`config.mk`:
```
export PLATFORM = sky130hd
export DESIGN_NAME = elevator_car
export DESIGN_NICKNAME = d
export VERILOG_FILES = /design/src/rtl/elevator_car.sv
export SDC_FILE = /design/constraint.sdc
export NUM_CORES = 1
export LEC_CHECK = 0
export BUFFER_PORTS_ARGS = -buffer_cell sky130_fd_sc_hd__buf_4
export CORE_MARGIN = 2
export CORE_UTILIZATION = 40
export DETAILED_ROUTE_END_ITERATION = 7
export MAX_ROUTING_LAYER = met4
export PLACE_DENSITY = 0.59
export SETUP_SLACK_MARGIN = 0.2
export SYNTH_ARGS = -nofsm -noshare
export SYNTH_HDL_FRONTEND = slang
export SYNTH_SLANG_ARGS = --single-unit
```
`constraint.sdc`:
```
create_clock -name clock -period 1.9 [get_ports clock]
set_input_delay 0 -clock clock [delete_from_list [all_inputs] [get_ports clock]]
set_output_delay 0 -clock clock [all_outputs]
set_load 0.01 [all_outputs]
```
`src/rtl/elevator_car.sv`:
```
// elevator_car: behavioural plant model of an elevator car and its hoistway.
// Takes up/down/open commands from the controller, models per-floor travel
// time and the door dwell time, and reports floor, motion and door status.
// Optional feature macro: ELEVATOR_CAR_FAULT_EN enables a sticky flag on
// illegal command combinations; without it `fault` is tied low.
module elevator_car #(
    parameter int floor_numbers = 10,
    parameter int travel_cycles = 8,
    parameter int door_cycles   = 4
) (
    input  logic       clock,
    input  logic       reset,
    input  logic       up,
    input  logic       down,
    input  logic       open,
    output logic [3:0] floor,
    output logic       moving,
    output logic       dir_up,
    output logic       door_open,
    output logic       arrived,
    output logic       fault
);

    localparam int max_cycles = (travel_cycles > door_cycles) ? travel_cycles : door_cycles;
    localparam int cnt_w      = ($clog2(max_cycles) < 1) ? 1 : $clog2(max_cycles);

    localparam logic [cnt_w-1:0] travel_load = cnt_w'(travel_cycles - 1);
    localparam logic [cnt_w-1:0] door_load   = cnt_w'(door_cycles - 1);
    localparam logic [3:0]       top_floor   = 4'(floor_numbers - 1);

    typedef enum logic [1:0] {
        st_idle,
        st_move,
        st_door
    } state_t;

    state_t           state, state_nx;
    logic [cnt_w-1:0] cnt, cnt_nx;
    logic [3:0]       floor_nx;
    logic             dir_nx;
    logic             arrived_nx;
    logic             cnt_zero;

    assign cnt_zero = (cnt == '0);

    // Next-state logic: command decode in IDLE, shared countdown in MOVE/DOOR.
    always_comb begin
        state_nx   = state;
        cnt_nx     = cnt;
        floor_nx   = floor;
        dir_nx     = dir_up;
        arrived_nx = 1'b0;
        case (state)
            st_idle: begin
                // open wins over motion; up/down together or past the end
                // of the shaft are simply ignored
                if (open) begin
                    state_nx = st_door;
                    cnt_nx   = door_load;
                end else if (up && !down && (floor < top_floor)) begin
                    state_nx = st_move;
                    dir_nx   = 1'b1;
                    cnt_nx   = travel_load;
                end else if (down && !up && (floor > 4'd0)) begin
                    state_nx = st_move;
                    dir_nx   = 1'b0;
                    cnt_nx   = travel_load;
                end
            end
            st_move: begin
                // a committed move ignores every command until it lands
                if (!cnt_zero) begin
                    cnt_nx = cnt - cnt_w'(1);
                end else begin
                    floor_nx   = dir_up ? (floor + 4'd1) : (floor - 4'd1);
                    arrived_nx = 1'b1;
                    state_nx   = st_idle;
                end
            end
            st_door: begin
                // after the minimum dwell, a held open keeps the door open
                // with the counter parked at zero
                if (!cnt_zero) begin
                    cnt_nx = cnt - cnt_w'(1);
                end else if (!open) begin
                    state_nx = st_idle;
                end
            end
            default: begin
                state_nx = st_idle;
                cnt_nx   = '0;
            end
        endcase
    end

    // State, counter, floor and status registers; reset drops any move in flight.
    always_ff @(posedge clock) begin
        if (reset) begin
            state   <= st_idle;
            cnt     <= '0;
            floor   <= 4'd0;
            dir_up  <= 1'b1;
            arrived <= 1'b0;
        end else begin
            state   <= state_nx;
            cnt     <= cnt_nx;
            floor   <= floor_nx;
            dir_up  <= dir_nx;
            arrived <= arrived_nx;
        end
    end

    assign moving    = (state == st_move);
    assign door_open = (state == st_door);

`ifdef ELEVATOR_CAR_FAULT_EN
    logic illegal;

    // Flag commands that the car is forced to ignore.
    always_comb begin
        illegal = (up && down)
               || ((state == st_door) && (up || down))
               || ((state == st_move) && open)
               || ((state == st_idle) && ((up && (floor == top_floor)) ||
                                          (down && (floor == 4'd0))));
    end

    // Sticky fault: once seen, held until reset.
    always_ff @(posedge clock) begin
        if (reset) begin
            fault <= 1'b0;
        end else if (illegal) begin
            fault <= 1'b1;
        end
    end
`else
    assign fault = 1'b0;
`endif

endmodule

```
==> results.json <==
{
  "status": "finished clean",
  "ys_seq_elements": 11,
  "vias": 654,
  "cp.arrival_ns": 1.84,
  "drt_wl_total_um": 1540,
  "net-switching-power_mw": 0.281,
  "finalCriticalPeriod_ns": 1.68,
  "die_x_um": 47.1,
  "startpoint_type": "flop",
  "wl_per_cell_um": 12.1,
  "cp-end-kind": "flop",
  "worst_r2r_endpoint": "floor[3]$_SDFFE_PP0P_",
  "final_nets": 117,
  "synth_top_area_cell": "dfxtp_1",
  "setup_viol": 0,
  "p_sw_share_pct": 36.1,
  "route.antenna.remaining_nets": 0,
  "place_hpwl_um": 1150,
  "p_int_mw": 0.496,
  "ys_top_cells_by_area": "dfxtp_1 30%, ha_1 13%, nor2_1 5.1%",
  "finalCritPeriodShare_pct": 88.6,
  "power_mw": 0.777,
  "cts_made_buffers": 3,
  "die_h_um": 47.1,
  "hold_path_class": "input port to flop",
  "whs_path_depth": 2,
  "grt_first_pass_wirelength_um": 2460,
  "worstSkewPairLatency_ns": 0.26,
  "clock-sinks": 11,
  "synth_top_area_share_pct": 29.7,
  "antenna_found_initial": 0,
  "hold_viol": 0,
  "max_cap_violations": 0,
  "cp_max_fo": 5,
  "fmax_mhz": 594,
  "worst_r2r_path_depth": 5,
  "path_class": "flop to flop",
  "num_antenna_cells": 0,
  "ioPinCount": 14,
  "synthesis.area_um2": 742,
  "dieArea_um2": 2220,
  "port_buffers": 12,
  "rrSetupSlack_ns": 0.22,
  "rows": 15,
  "r2r-start": "floor[2]$_SDFFE_PP0P_",
  "drc": 0,
  "post-cts-setup-buffers": 0,
  "syn_inst": 86,
  "p_comb_share_pct": 41.2,
  "vias_per_cell": 5.15,
  "hold_end": "floor[1]$_SDFFE_PP0P_",
  "required_ns": 2.06,
  "start_util_pct": 43.0,
  "irDropWorstVdd_v": 0.000471,
  "yosysWarnings": 0,
  "ys_types": 32,
  "grt_pass1_vias": 601,
  "dr.pass1.iters": 4,
  "core_um2": 1730,
  "p_seq_share_pct": 38.2,
  "track_usage_pct": 16.8,
  "rsz0062_at_grt": "no",
  "p_per_area_nw_per_um2": 850,
  "grt_max_degree": 15,
  "grt-ovfl-total": 0,
  "leakagePower_nw": 0.397,
  "hp-start": "reset",
  "slew_violations": 0,
  "gp_congestion": 0.817,
  "clkTransAtPathRegs_ns": 0.07,
  "root_buffer": "clkbuf_4",
  "syn2layout_area_growth_pct": 23.1,
  "synth.avg_cell_area_um2": 8.63,
  "worst_clock_skew_ns": 0.00223,
  "synth.yosys.seq_area_share_pct": 29.7,
  "clkPwrFrac_pct": 20.6,
  "clockBufferDepth": 2,
  "cts_tree": "done",
  "synth_nets": 100,
  "htreeDepth": 1,
  "drtIter0Drc": 7,
  "final.setup.tns_ns": 0,
  "final_layout_size_suffix_gt1_share_pct": 25.5
}
[critical path, cell delays in order, from the launching register on]
cell and delay [ns]:
dfxtp_1 0.48, ha_4 0.26, a21oi_1 0.24, a211oi_2 0.11
a31o_2 0.22, mux2_2 0.26
[worst max path at each step]
stage                               start                    end  slack, ns  cells past startpoint
floorplan             dir_up$_SDFFE_PP1P_  floor[3]$_SDFFE_PP0P_       0.23                      6
global placement      dir_up$_SDFFE_PP1P_  floor[3]$_SDFFE_PP0P_       0.26                      6
detailed placement    dir_up$_SDFFE_PP1P_  floor[3]$_SDFFE_PP0P_       0.19                      6
CTS                   dir_up$_SDFFE_PP1P_  floor[3]$_SDFFE_PP0P_       0.24                      6
global route        floor[2]$_SDFFE_PP0P_  floor[3]$_SDFFE_PP0P_       0.18                      5
finish              floor[2]$_SDFFE_PP0P_  floor[3]$_SDFFE_PP0P_       0.22                      5
[stage by stage]
| step | cell area, um^2 | cells | hold slack (ns) | setup WS, ns | utilization (%) |
|---|---|---|---|---|---|
| 4_1_cts | 908 | 127 | 0.00606 | 0.236 | 52.6 |
| 6_report | 913 | 127 | 0.0129 | 0.217 | 52.9 |
| 3_3_place_gp | 860 | 122 | 0.280 | 0.257 | 49.8 |
| 5_1_grt | 913 | 127 | 0.0217 | 0.184 | 52.9 |
| 3_5_place_dp | 860 | 122 | 0.273 | 0.191 | 49.8 |
| 2_1_floorplan | 742 | 86 | 0.153 | 0.231 | - |
[cell type report]
class	count	area [um^2]
multi-input cells	67	505
well taps	25	31.3
flip-flops and latches	11	220
clock buffers	4	26.3
repair buffers	14	108
fillers	182	813
inverters	6	22.5
[cells by family after synthesis]
| family | count (synthesis) | synth area share (%) |
|---|---|---|
| buffers and inverters | 8 | 4.55 |
| AND/OR/NAND/NOR | 30 | 19.7 |
| multiplexers | 4 | 6.41 |
| other | 1 | 0.505 |
| AO/OA/AOI/OAI | 21 | 20.6 |
| flip-flops | 11 | 29.7 |
| adder cells (fa/ha/maj) | 9 | 16.2 |
| XOR/XNOR | 2 | 2.36 |
[what timing repair did]
item | in CTS | in global routing
gates resized for setup | 1 | 2
hold endpoints to repair | 1 | 0
hold buffers | 1 | 0
endpoints found under the setup margin | 1 | 1
gates cloned | 0 | 0
[placed cells by master (no fill, tap or decap), drive strengths merged, types with 2 or more instances in the layout]
cell type / count
buf: 13
o21ai: 4
nor2b: 3
ha: 8
a211oi: 2
nand2: 5
nor3: 2
dfxtp: 11
xor2: 2
nor2: 10
nand2b: 4
mux2: 3
clkbuf: 4
inv: 6
a21oi: 7
nand3: 3
[Yosys cell counts]
master,n
buf_4,1
o31a_1,1
inv_1,6
xor2_1,2
ha_1,8
nor2b_1,3
nand3b_1,1
mux2i_1,1
nand3_1,3
and2b_1,1
fa_1,1
o21ai_2,1
a211oi_1,2
conb_1,1
or2_1,1
a31oi_1,1
clkbuf_1,1
a311o_1,1
mux2_4,1
dfxtp_1,11
a31o_2,1
nand2b_1,4
o21ai_0,3
a21oi_1,7
nor2_1,10
nand2_1,5
o41ai_2,1
o22ai_2,1
mux2_2,2
nor3_1,2
o2bb2ai_1,1
a21boi_0,1
[per-layer routing]
metal | track usage, % | up-vias | routed length (um)
li1 | - | 329 | -
met1 | 18.6 | 308 | 741
met2 | 27.7 | 15 | 745
met3 | 3.46 | 2 | 42
met4 | 10.0 | 0 | 6
met5 | - | - | 0
[registers in the layout (all words and copies together), names as in the netlist]
name,flops
arrived,1
state,2
dir_up,1
floor,4
cnt,3
[power groups by stage]
stage,clock [mW],sequential (mW),combinational [mW]
6_report,0.160,0.297,0.320
5_1_grt,0.182,0.301,0.364
4_1_cts,0.169,0.296,0.320
3_5_place_dp,0,0.301,0.312
3_3_place_gp,0,0.300,0.311
2_1_floorplan,0,0.297,0.236
No activity file was read; power rests on OpenSTA's default activity.
